`config.mk`:
```
export PLATFORM = sky130hd
export DESIGN_NAME = sar_search
export DESIGN_NICKNAME = d
export VERILOG_FILES = /design/src/rtl/sar_search.sv
export SDC_FILE = /design/constraint.sdc
export NUM_CORES = 1
export LEC_CHECK = 0
export ABC_AREA = 1
export CAP_MARGIN = 20
export CORE_ASPECT_RATIO = 0.5
export CORE_MARGIN = 2
export CORE_UTILIZATION = 50
export DETAILED_ROUTE_END_ITERATION = 6
export PLACE_DENSITY = 0.74
export SLEW_MARGIN = 25
export SYNTH_ARGS = -nofsm -noshare
export SYNTH_HDL_FRONTEND = slang
export SYNTH_SLANG_ARGS = --single-unit
```
`constraint.sdc`:
```
create_clock -name clk -period 3.95 [get_ports clk]
set_input_delay 0.395 -clock clk [delete_from_list [all_inputs] [get_ports clk]]
set_output_delay 0.395 -clock clk [all_outputs]
set_load 0.02 [all_outputs]
```
`src/rtl/sar_search.sv`:
```
// Successive-approximation initiator: binary-searches a hidden comparator target
// by issuing query values and narrowing [lo, hi] from the l/e/g answers.
module sar_search #(
    parameter int WIDTH = 4
) (
    input  logic             clk,
    input  logic             rst_n,
    input  logic             start,
    output logic             req,
    output logic [WIDTH-1:0] query,
    input  logic             ack,
    input  logic             l,
    input  logic             e,
    input  logic             g,
    output logic             busy,
    output logic             done,
    output logic             found,
    output logic             err,
    output logic [WIDTH-1:0] result,
    output logic [WIDTH-1:0] iters
);

    typedef enum logic [1:0] {
        ST_IDLE   = 2'd0,
        ST_QUERY  = 2'd1,
        ST_FINISH = 2'd2
    } state_t;

    localparam logic [WIDTH-1:0] ALL_ONES = {WIDTH{1'b1}};
    localparam logic [WIDTH-1:0] ZERO     = {WIDTH{1'b0}};
    localparam logic [WIDTH-1:0] ONE      = {{(WIDTH-1){1'b0}}, 1'b1};

    // Midpoint taken over WIDTH+1 bits so lo+hi cannot lose its carry.
    function automatic logic [WIDTH-1:0] mid_of(input logic [WIDTH-1:0] a, input logic [WIDTH-1:0] b);
        logic [WIDTH:0] sum;
        sum = {1'b0, a} + {1'b0, b};
        return sum[WIDTH:1];
    endfunction

    state_t           state_r, state_s;
    logic [WIDTH-1:0] lo_r, lo_s, hi_r, hi_s;
    logic [WIDTH-1:0] query_r, query_s, result_r, result_s, iters_r, iters_s;
    logic             req_r, req_s, busy_r, busy_s, done_r, done_s;
    logic             found_r, found_s, err_r, err_s;
    logic             stop_s, onehot_s;

    // Odd parity with not-all-three set is exactly one-hot for three bits.
    assign onehot_s = (l ^ e ^ g) & ~(l & e & g);

    // Next-state and next-output computation for the search FSM.
    always_comb begin
        state_s  = state_r;
        lo_s     = lo_r;
        hi_s     = hi_r;
        query_s  = query_r;
        req_s    = req_r;
        busy_s   = busy_r;
        done_s   = 1'b0;
        found_s  = found_r;
        err_s    = err_r;
        result_s = result_r;
        iters_s  = iters_r;
        stop_s   = 1'b0;
        case (state_r)
            ST_IDLE: begin
                if (start) begin
                    lo_s     = ZERO;
                    hi_s     = ALL_ONES;
                    iters_s  = ZERO;
                    found_s  = 1'b0;
                    err_s    = 1'b0;
                    result_s = ZERO;
                    query_s  = mid_of(ZERO, ALL_ONES);
                    req_s    = 1'b1;
                    busy_s   = 1'b1;
                    state_s  = ST_QUERY;
                end else begin
                    state_s = ST_IDLE;
                end
            end
            ST_QUERY: begin
                if (ack) begin
                    iters_s = iters_r + ONE;
                    if (!onehot_s) begin
                        err_s  = 1'b1;
                        stop_s = 1'b1;
                    end else if (e) begin
                        found_s  = 1'b1;
                        result_s = query_r;
                        stop_s   = 1'b1;
                    end else if (l) begin
                        if (query_r == ALL_ONES) begin
                            stop_s = 1'b1;
                        end else begin
                            lo_s = query_r + ONE;
                        end
                    end else begin
                        if (query_r == ZERO) begin
                            stop_s = 1'b1;
                        end else begin
                            hi_s = query_r - ONE;
                        end
                    end
                    // Range exhausted or answer conclusive: end the search next cycle.
                    if (stop_s || (lo_s > hi_s)) begin
                        req_s   = 1'b0;
                        busy_s  = 1'b0;
                        done_s  = 1'b1;
                        state_s = ST_FINISH;
                    end else begin
                        query_s = mid_of(lo_s, hi_s);
                    end
                end else begin
                    state_s = ST_QUERY;
                end
            end
            ST_FINISH: begin
                state_s = ST_IDLE;
            end
            default: begin
                state_s = ST_IDLE;
            end
        endcase
    end

    // State and output registers.
    always_ff @(posedge clk or negedge rst_n) begin
        if (!rst_n) begin
            state_r  <= ST_IDLE;
            lo_r     <= ZERO;
            hi_r     <= ALL_ONES;
            query_r  <= ZERO;
            req_r    <= 1'b0;
            busy_r   <= 1'b0;
            done_r   <= 1'b0;
            found_r  <= 1'b0;
            err_r    <= 1'b0;
            result_r <= ZERO;
            iters_r  <= ZERO;
        end else begin
            state_r  <= state_s;
            lo_r     <= lo_s;
            hi_r     <= hi_s;
            query_r  <= query_s;
            req_r    <= req_s;
            busy_r   <= busy_s;
            done_r   <= done_s;
            found_r  <= found_s;
            err_r    <= err_s;
            result_r <= result_s;
            iters_r  <= iters_s;
        end
    end

    assign req    = req_r;
    assign query  = query_r;
    assign busy   = busy_r;
    assign done   = done_r;
    assign found  = found_r;
    assign err    = err_r;
    assign result = result_r;
    assign iters  = iters_r;

endmodule

```
==> results.ini <==
[outcome]
outcome = finished, final reports clean

[route]
dr_total_vias = 1465
drc_errors = 0
vias_per_cell = 5.23
ant_nets = 0
drt-total-wl_mm = 3.74
wire_per_inst_um = 13.3
dr.pass1.iters = 4
drt-initial-drc-count = 108

[clocking]
cts_max_path_buffers = 2
clk_latency_ps = 270
cts_setup_buffers = 0
postCtsHoldBufs = 0
cts_resized = 0
cts_sinks = 26
numCtsBuffers = 3
h-tree-depth = 1
cts_tree = built
cts_root_buffer = clkbuf_8
clkSlewWorstSetupHoldPaths_ps = 100

[final_layout]
layout_common_cells = 42 x nand2_1, 29 x inv_1, 22 x dfrtp_1, 22 x clkdlybuf4s50_1, 16 x o21ai_0
drive_gt1_share_pct = 19.6
layout_commonest_cell = nand2_1
final_cell_area_um2 = 2060
area_delta_synth_final_pct = 19.5
diodes = 0
fin_nets = 259
final_util_pct = 65.6

[timing]
rsz0062_at_grt = no
fin_ws_ps = 931
tns_ps = 0
setup_viol_count_final = 0
hold_viol_final = 0
skew_ps = 8.07
clock.fmax_mhz = 331
worst_pin_slew_ps = 476
slew_headroom_pct = 68.3
fin_crit_ps = 3020
slew_viol_final = 0
fin_crit_sh_pct = 76.4

[setup_path]
cp_max_fo = 6
crit_required_ps = 4120
rrSetupSlack_ps = 1120
crit_type = input pin to flop
cp.arrival_ps = 3190
start_kind = input pin
critPathCaptureType = flop

[placed_design]
hpwlAfterDp_mm = 2.90
place_congestion = 0.883
port_buffers = 23
pre_cts_ws_ps = 649
placedInstanceArea_um2 = 1990

[power_and_ir_drop]
p_leak_nw = 1.02
power_w = 0.00172
powerDensity_nw_per_um2 = 837
ir_drop_uv = 439

[floorplan]
rows = 14
die_area_um2 = 3950
pin_count = 24
initial_core_util_pct = 54.9
core_um2 = 3140
die_h_um = 45.5
die_w_um = 87.0

[global_routing]
grt_pass1_wl_mm = 6.24
grt_start_max_net_pins = 22
grt_pass1_vias = 1389
antenna_found_initial = 0
grt_usage_pct = 21.3
gr-total-overflow = 0

[synth]
synthCells = 214
synth_simple_gate_area_share_pct = 28.7
syn_area_per_cell_um2 = 8.04
netlist_area_um2 = 1720
ys_seq_area_share_pct = 38.1
muxShareOfSynthArea_pct = 0
synth.distinct_cells = 33
synth_top_family_by_area = simple AND/OR/NAND/NOR gates
synth_nets = 232
yosys_warnings = 0
ys_ff_latch = 26
synth_xor_area_share_pct = 1.02
synth_fa_ha_area_share_pct = 8.44
synth_compound_area_share_pct = 14.1

[hold_path]
hold_class = input pin to asynchronous set/reset pin

[flow_run]
maxCapViolCount = 0

area by class of cell:
type	instances	area, um2
Clock buffer	3	41.3
Multi-Input combinational cell	147	900
Tap cell	40	50.0
Clock inverter	1	30.0
Inverter	39	146
Timing Repair Buffer	24	233
Fill cell	289	1080
Sequential cell	26	656
synthesized netlist by cell type:
library cell | instances | area share, %
nand2_1 | 42 | 9.2
inv_1 | 29 | 6.3
dfrtp_1 | 22 | 32
o21ai_0 | 16 | 4.7
nand3_1 | 14 | 4.1
nor2_1 | 14 | 3.1
ha_1 | 10 | 7.3
inv_2 | 10 | 2.2
nand2_2 | 8 | 2.9
o22ai_1 | 8 | 2.9
a21oi_1 | 4 | 1.2
dfstp_2 | 4 | 6.1
nor2_4 | 4 | 2.6
nand3_2 | 3 | 1.7
nor2_2 | 3 | 1.1
a22oi_1 | 2 | 0.87
nand2_4 | 2 | 1.3
o21bai_1 | 2 | 0.87
or2_2 | 2 | 0.73
xor2_1 | 2 | 1.0
a21boi_1 | 1 | 0.44
a21oi_2 | 1 | 0.51
a22o_1 | 1 | 0.51
buf_4 | 1 | 0.44
buf_6 | 1 | 0.65
fa_1 | 1 | 1.2
nand4_1 | 1 | 0.36
nand4_2 | 1 | 0.73
nor3_4 | 1 | 0.95
o211ai_1 | 1 | 0.44
o21ai_1 | 1 | 0.29
o21ai_2 | 1 | 0.51
o311ai_2 | 1 | 0.95
logic make-up (layout without fill, tap and decap cells):
group / count (synthesis) / in the layout
xor gates and xnor gates: 2 / 2
adders and majority gates: 11 / 11
DFF: 26 / 26
and+or+nand+nor: 95 / 95
buffers and inverters: 41 / 67
AOI/OAI and AO/OA: 39 / 39
critical path, stage by stage:
cell             delay, ps
clkdlybuf4s50_1        540
ha_1                   290
nand2_1                110
nand4_2                180
or2_2                  320
o21ai_0                170
inv_1                  120
ha_1                   350
o21bai_1               180
nand3_2                100
nand2_2                 80
nand2_2                 50
nand2_2                 80
nand2_4                 80
nand3_1                 90
nand2_1                 60
metrics by stage:
| stage | std cells | hold WS, ps |
|---|---|---|
| finish | 280 | 57.4 |
| global route | 280 | 90.8 |
| CTS | 280 | 472 |
| detailed placement | 276 | 453 |
| global placement | 276 | 452 |
| floorplan | 214 | 99.4 |
sequential cells by signal, summed over array words and instances, names as in the netlist:
name,flops
hi_r,4
iters,4
lo_r,4
query,4
result,4
state_r,2
busy,1
done,1
err,1
found,1
layer usage:
layer | wire length, um | global-route usage [%] | vias up | share of wire, %
met3 | 246 | 4.71 | 2 | 6.6
met4 | 20 | 3.13 | 0 | 0.54
li1 | - | - | 743 | -
met2 | 1680 | 37.3 | 43 | 45
met1 | 1790 | 28.2 | 677 | 48
met5 | 0 | 0 | - | 0
path summary, 6_finish.rpt:
| path | startpoint | endpoint | cells past startpoint |
|---|---|---|---|
| min reg2reg | iters[3]$_DFFE_PN0P_ | iters[3]$_DFFE_PN0P_ | 1 |
| max in group asynchronous | rst_n | lo_r[2]$_DFFE_PN0P_ | 2 |
| min in group clk | iters[3]$_DFFE_PN0P_ | iters[3]$_DFFE_PN0P_ | 1 |
| min | rst_n | lo_r[0]$_DFFE_PN0P_ | 1 |
| max | e | query[3]$_DFFE_PN0P_ | 16 |
| max reg2reg | query[0]$_DFFE_PN0P_ | query[3]$_DFFE_PN0P_ | 15 |
report_power, final:
group	internal [W]	switching (W)
logic	0.000384	0.000625
registers	0.000383	0.000105
clock network	0.000136	0.0000878
total	0.000903	0.000818
No activity file was read; power rests on OpenSTA's default activity.
